**src/rtl/io_panel.sv**
```systemverilog
// rtl/io_panel.sv - bus-mapped LED / 7-segment front panel with per-digit blanking and blink
//
// Ports:
//   sys_clk   - system clock, all state on the rising edge
//   rst       - asynchronous active-low reset
//   bus_req   - transaction request, held until bus_ack is seen
//   bus_wren  - 1 = write, 0 = read, sampled with bus_req
//   bus_addr  - register word address (0 LED, 1 VAL, 2 EN, 3 BLINK, 4 STAT)
//   bus_wdata - write data
//   bus_rdata - read data, driven only while bus_ack is high
//   bus_ack   - one-cycle completion pulse
//   led_out   - LED drive, active-high
//   seg_out   - digit i on [7i+6:7i], segments g..a, active-low
module io_panel #(
    parameter int LED_W     = 10,
    parameter int NUM_SEG   = 6,
    parameter int BLINK_DIV = 25000000,
    parameter int ADDR_W    = 4
) (
    input  logic                 sys_clk,
    input  logic                 rst,
    input  logic                 bus_req,
    input  logic                 bus_wren,
    input  logic [ADDR_W-1:0]    bus_addr,
    input  logic [31:0]          bus_wdata,
    output logic [31:0]          bus_rdata,
    output logic                 bus_ack,
    output logic [LED_W-1:0]     led_out,
    output logic [7*NUM_SEG-1:0] seg_out
);

    localparam int VAL_W = 4 * NUM_SEG;
    localparam int CNT_W = (BLINK_DIV > 2) ? $clog2(BLINK_DIV) : 1;
    localparam logic [CNT_W-1:0] CNT_MAX = CNT_W'(BLINK_DIV - 1);

    localparam logic [ADDR_W-1:0] A_LED   = ADDR_W'(0);
    localparam logic [ADDR_W-1:0] A_VAL   = ADDR_W'(1);
    localparam logic [ADDR_W-1:0] A_EN    = ADDR_W'(2);
    localparam logic [ADDR_W-1:0] A_BLINK = ADDR_W'(3);
    localparam logic [ADDR_W-1:0] A_STAT  = ADDR_W'(4);

    typedef enum logic [1:0] {
        S_IDLE,
        S_ACK,
        S_WAIT
    } state_t;

    state_t             state_q, state_d;
    logic [LED_W-1:0]   led_q,   led_d;
    logic [VAL_W-1:0]   val_q,   val_d;
    logic [NUM_SEG-1:0] en_q,    en_d;
    logic [NUM_SEG-1:0] blink_q, blink_d;
    logic               phase_q, phase_d;
    logic [CNT_W-1:0]   cnt_q,   cnt_d;
    logic [31:0]        rdata_q, rdata_d;

    function automatic logic [6:0] hex7(input logic [3:0] nib);
        case (nib)
            4'h0: hex7 = 7'h40;
            4'h1: hex7 = 7'h79;
            4'h2: hex7 = 7'h24;
            4'h3: hex7 = 7'h30;
            4'h4: hex7 = 7'h19;
            4'h5: hex7 = 7'h12;
            4'h6: hex7 = 7'h02;
            4'h7: hex7 = 7'h78;
            4'h8: hex7 = 7'h00;
            4'h9: hex7 = 7'h10;
            4'hA: hex7 = 7'h08;
            4'hB: hex7 = 7'h03;
            4'hC: hex7 = 7'h46;
            4'hD: hex7 = 7'h21;
            4'hE: hex7 = 7'h06;
            default: hex7 = 7'h0E;
        endcase
    endfunction

    always_comb begin
        state_d = state_q;
        led_d   = led_q;
        val_d   = val_q;
        en_d    = en_q;
        blink_d = blink_q;
        rdata_d = rdata_q;

        // Free-running prescaler; bus traffic never touches it.
        if (cnt_q == CNT_MAX) begin
            cnt_d   = '0;
            phase_d = ~phase_q;
        end else begin
            cnt_d   = cnt_q + CNT_W'(1);
            phase_d = phase_q;
        end

        case (state_q)
            S_IDLE: begin
                if (bus_req) begin
                    state_d = S_ACK;
                    rdata_d = '0;
                    if (bus_wren) begin
                        case (bus_addr)
                            A_LED:   led_d   = bus_wdata[LED_W-1:0];
                            A_VAL:   val_d   = bus_wdata[VAL_W-1:0];
                            A_EN:    en_d    = bus_wdata[NUM_SEG-1:0];
                            A_BLINK: blink_d = bus_wdata[NUM_SEG-1:0];
                            default: ;
                        endcase
                    end else begin
                        case (bus_addr)
                            A_LED:   rdata_d = 32'(led_q);
                            A_VAL:   rdata_d = 32'(val_q);
                            A_EN:    rdata_d = 32'(en_q);
                            A_BLINK: rdata_d = 32'(blink_q);
                            A_STAT:  rdata_d = {31'b0, phase_q};
                            default: rdata_d = '0;
                        endcase
                    end
                end
            end
            S_ACK:   state_d = S_WAIT;
            // A request still held after the ack must drop before another can start.
            S_WAIT:  if (!bus_req) state_d = S_IDLE;
            default: state_d = S_IDLE;
        endcase
    end

    always_ff @(posedge sys_clk or negedge rst) begin
        if (!rst) begin
            state_q <= S_IDLE;
            led_q   <= '0;
            val_q   <= '0;
            en_q    <= '1;
            blink_q <= '0;
            phase_q <= 1'b1;
            cnt_q   <= '0;
            rdata_q <= '0;
        end else begin
            state_q <= state_d;
            led_q   <= led_d;
            val_q   <= val_d;
            en_q    <= en_d;
            blink_q <= blink_d;
            phase_q <= phase_d;
            cnt_q   <= cnt_d;
            rdata_q <= rdata_d;
        end
    end

    assign bus_ack   = (state_q == S_ACK);
    assign bus_rdata = bus_ack ? rdata_q : 32'h0;
    assign led_out   = led_q;

    always_comb begin
        seg_out = '0;
        for (int i = 0; i < NUM_SEG; i++) begin
            if (!en_q[i] || (blink_q[i] && !phase_q)) begin
                seg_out[7*i +: 7] = 7'h7F;
            end else begin
                seg_out[7*i +: 7] = hex7(val_q[4*i +: 4]);
            end
        end
    end

endmodule

```
**config.mk**
```make
export PLATFORM = sky130hd
export DESIGN_NAME = io_panel
export DESIGN_NICKNAME = d
export VERILOG_FILES = /design/src/rtl/io_panel.sv
export SDC_FILE = /design/constraint.sdc
export NUM_CORES = 1
export LEC_CHECK = 0
export ABC_AREA = 1
export BUFFER_PORTS_ARGS = -buffer_cell sky130_fd_sc_hd__buf_2
export CORE_AREA = 2 2 116 118
export CTS_CLUSTER_SIZE = 24
export DETAILED_ROUTE_END_ITERATION = 8
export DIE_AREA = 0 0 118 120
export HOLD_SLACK_MARGIN = 0.08
export MAX_ROUTING_LAYER = met4
export PLACE_DENSITY = 0.76
export REMOVE_ABC_BUFFERS = 1
export SYNTH_ARGS = -nofsm -noshare
export SYNTH_HDL_FRONTEND = slang
export SYNTH_SLANG_ARGS = --single-unit
export TNS_END_PERCENT = 30
```
**constraint.sdc**
```tcl
create_clock -name sys_clk -period 1.2 [get_ports sys_clk]
set_input_delay 0.06 -clock sys_clk [delete_from_list [all_inputs] [get_ports sys_clk]]
set_output_delay 0.06 -clock sys_clk [all_outputs]
set_load 0.01 [all_outputs]
```
==> flow_summary.json <==
{
  "vias": 7098,
  "hold_viol": 0,
  "arrival_ps": 1710,
  "io_pins": 125,
  "min_path_type": "primary input to async pin",
  "drc": 0,
  "wl_per_cell_um": 16.4,
  "power.density_mw_per_mm2": 1880,
  "cts_tree": "done",
  "synth-simple-area-share_pct": 27.1,
  "yosysUniqueCellTypes": 38,
  "setup_viol": 159,
  "place_area_mm2": 0.00808,
  "status": "finished with violations",
  "antenna_cells": 0,
  "start_util_pct": 49.2,
  "synth_edf_count": 0,
  "setup_ws_ps": -571,
  "min_period_ps": 1770,
  "vias_per_cell": 5.47,
  "drt_iter0_markers": 502,
  "grt_use_total_pct": 26.5,
  "required_ps": 1140,
  "crit_fanout": 7,
  "grt_pass1_wl_um": 29500,
  "clock-root-buffer": "clkbuf_16",
  "ys_warn_count": 0,
  "synthMuxAreaShare_pct": 0,
  "setup_tns_ps": -44490,
  "critPathMaxStageDelay_ps": 560,
  "yosys-top-cells-area": "dfrtp_1 (36%), nand2_1 (10%), ha_1 (7.3%), inv_1 (6.3%), nor2_1 (5.9%)",
  "synth-compound-area-share_pct": 14.9,
  "die_w_um": 118,
  "rsz0062_at_grt": "yes",
  "routed_wl_um": 21300,
  "synth-seq-cells": 98,
  "start_kind": "flip-flop",
  "fin_skew_ps": 11.2,
  "insertion_delay_ps": 370,
  "slowest_stage": "dfstp_2",
  "portBuffers": 108,
  "synth.avg_cell_area_um2": 7.53,
  "clkTransAtPathRegs_ps": 70,
  "grt_max_degree": 45,
  "die_area_mm2": 0.0142,
  "synth_seq_area_share_pct": 38.6,
  "synthArstFlopShare_pct": 100,
  "critPathTopFamily": "flip-flops",
  "cap_violations": 0,
  "core_mm2": 0.0130,
  "drive_gt1_share_pct": 42.2,
  "grt.overflow.total": 0,
  "synth_top_area_share_pct": 35.7,
  "final_cell_area_mm2": 0.00951,
  "rows": 42,
  "min_period_over_period_pct": 148,
  "yosysTopAreaCell": "dfrtp_1",
  "synth_xor_area_share_pct": 1.51,
  "drv_slew": 0,
  "end_kind": "output pin",
  "cts_buffers": 9,
  "die_y_um": 120,
  "fmax_mhz": 565,
  "area_growth_pct": 49.0,
  "cts-htree-levels": 3,
  "placed_cells": 1241,
  "clock_path_buffers": 2,
  "irDropWorstVdd_uv": 1370,
  "antenna_found_initial": 0,
  "worstPathCellList": "inv_4 -> buf_12 -> a21oi_4 -> buf_6 -> o211ai_1 -> buf_2",
  "place_congestion": 0.955,
  "final_util_pct": 73.2,
  "drt-pass1-iter-count": 5,
  "critical_path_buf_inv_count": 4,
  "layout.nets": 1196,
  "synthCells": 847,
  "clkSinkCount": 98,
  "synth_area_mm2": 0.00638,
  "grt_pass1_vias": 6304,
  "worstSetupPathType": "flip-flop to output pin",
  "synthFlopType": "dfrtp_1",
  "violations": "setup timing",
  "p_leak_nw": 4.48,
  "synth_fa_ha_area_share_pct": 7.26,
  "instances_no_fill": 1298,
  "ant_nets": 0,
  "dp_hpwl_um": 13200,
  "synth_top_family_by_area": "simple AND/OR/NAND/NOR gates"
}
final cells by class:
type                       instances  area [um^2]
timing repair buffer             291         2300
clock buffer                      14          254
tap                              176          220
multi-input combinational        603         3800
fill                             924         3470
sequential                        98         2470
inverter                         116          455
timing repair:
action                     CTS  global route
resized for setup          109           111
setup buffers                3             9
hold endpoints to repair   142             0
setup endpoints to repair  148           161
hold buffers                26             0
cloned                       0             5
pin swaps                   27            14
metal layers:
layer  GRT usage [%]  up-vias  share of wire, %  wire (um)
met2            43.4      394                50      10600
met3            4.28       81               7.7       1650
met4            9.49        0               3.8        820
met5               -        -                 0          0
met1            33.4     3333                39       8280
li1                -     3290                 -          -
cells in the mapped netlist (4+ instances only):
master / instances
o21ai_2: 16
buf_4: 14
nor2_2: 4
xor2_1: 9
clkbuf_1: 10
clkinv_1: 4
nand2_1: 178
nand4_1: 14
nor2_4: 5
inv_1: 107
inv_2: 5
nand2_2: 19
nor2_1: 100
dfstp_2: 7
dfrtp_1: 91
o2111ai_1: 9
o211ai_1: 18
buf_2: 10
nor3_1: 6
a21oi_1: 16
nand3_1: 61
ha_1: 37
o21ai_1: 19
o21ai_0: 52
o22ai_1: 17
a31oi_1: 5
cell usage in the layout (no fill, tap or decap), types with 9 or more instances in the layout:
| master | synthesis | final |
|---|---|---|
| o22ai_1 | 17 | 17 |
| nand3_1 | 61 | 50 |
| nand2_1 | 178 | 156 |
| o211ai_1 | 18 | 18 |
| xor2_1 | 9 | 9 |
| ha_1 | 37 | 21 |
| clkbuf_16 | 0 | 13 |
| nand3_2 | 1 | 11 |
| dfrtp_1 | 91 | 83 |
| dlygate4sd3_1 | 0 | 26 |
| nor2_4 | 5 | 14 |
| buf_6 | 1 | 33 |
| nor2_2 | 4 | 34 |
| o21ai_1 | 19 | 23 |
| inv_1 | 107 | 84 |
| nor2_1 | 100 | 61 |
| buf_2 | 10 | 97 |
| nand4_1 | 14 | 14 |
| a21oi_1 | 16 | 11 |
| nand2_2 | 19 | 33 |
| buf_4 | 14 | 123 |
| inv_2 | 5 | 21 |
| o21ai_2 | 16 | 24 |
| o21ai_0 | 52 | 40 |
power by group:
group	internal (mW)	switching [mW]
clock	1.45	1.30
sequential	4.02	0.771
combinational	4.63	5.71
total	10.1	7.78
per-stage QoR:
stage | setup slack [ps] | hold WS [ps] | power [mW]
after floorplan | -662 | -236 | 8.88
after global placement | -244 | -33.0 | 12.9
after detailed placement | -241 | -33.6 | 13.0
after CTS | -499 | 130 | 16.5
after global routing | -619 | 142 | 18.9
final | -571 | 123 | 17.9
state kept, by name (all words and copies together), names as in the netlist:
| signal | count |
|---|---|
| cnt_q | 25 |
| rdata_q | 24 |
| val_q | 24 |
| led_out | 10 |
| blink_q | 6 |
| en_q | 6 |
| state_q | 2 |
| phase_q | 1 |
final timing paths:
kind	from	end	slack, ps	cells past startpoint
min in group sys_clk	bus_wren	rdata_q[6]	180	5
max in group asynchronous	rst	val_q[10]	520	3
min reg2reg	rdata_q[3]	rdata_q[3]	480	2
min	rst	led_out[7]	120	2
max reg2reg	state_q[1]	val_q[3]	-370	8
max	phase_q	seg_out[9]	-570	6
cells by family (layout without fill, tap and decap cells):
logic type,Yosys count,count (layout)
and+or+nand+nor,392,392
AOI/OAI and AO/OA,155,155
buffers and inverters,153,421
DFF,98,98
adders and majority gates,37,37
xor gates and xnor gates,11,11
other,1,8
Power figures use the tool's default switching activity.
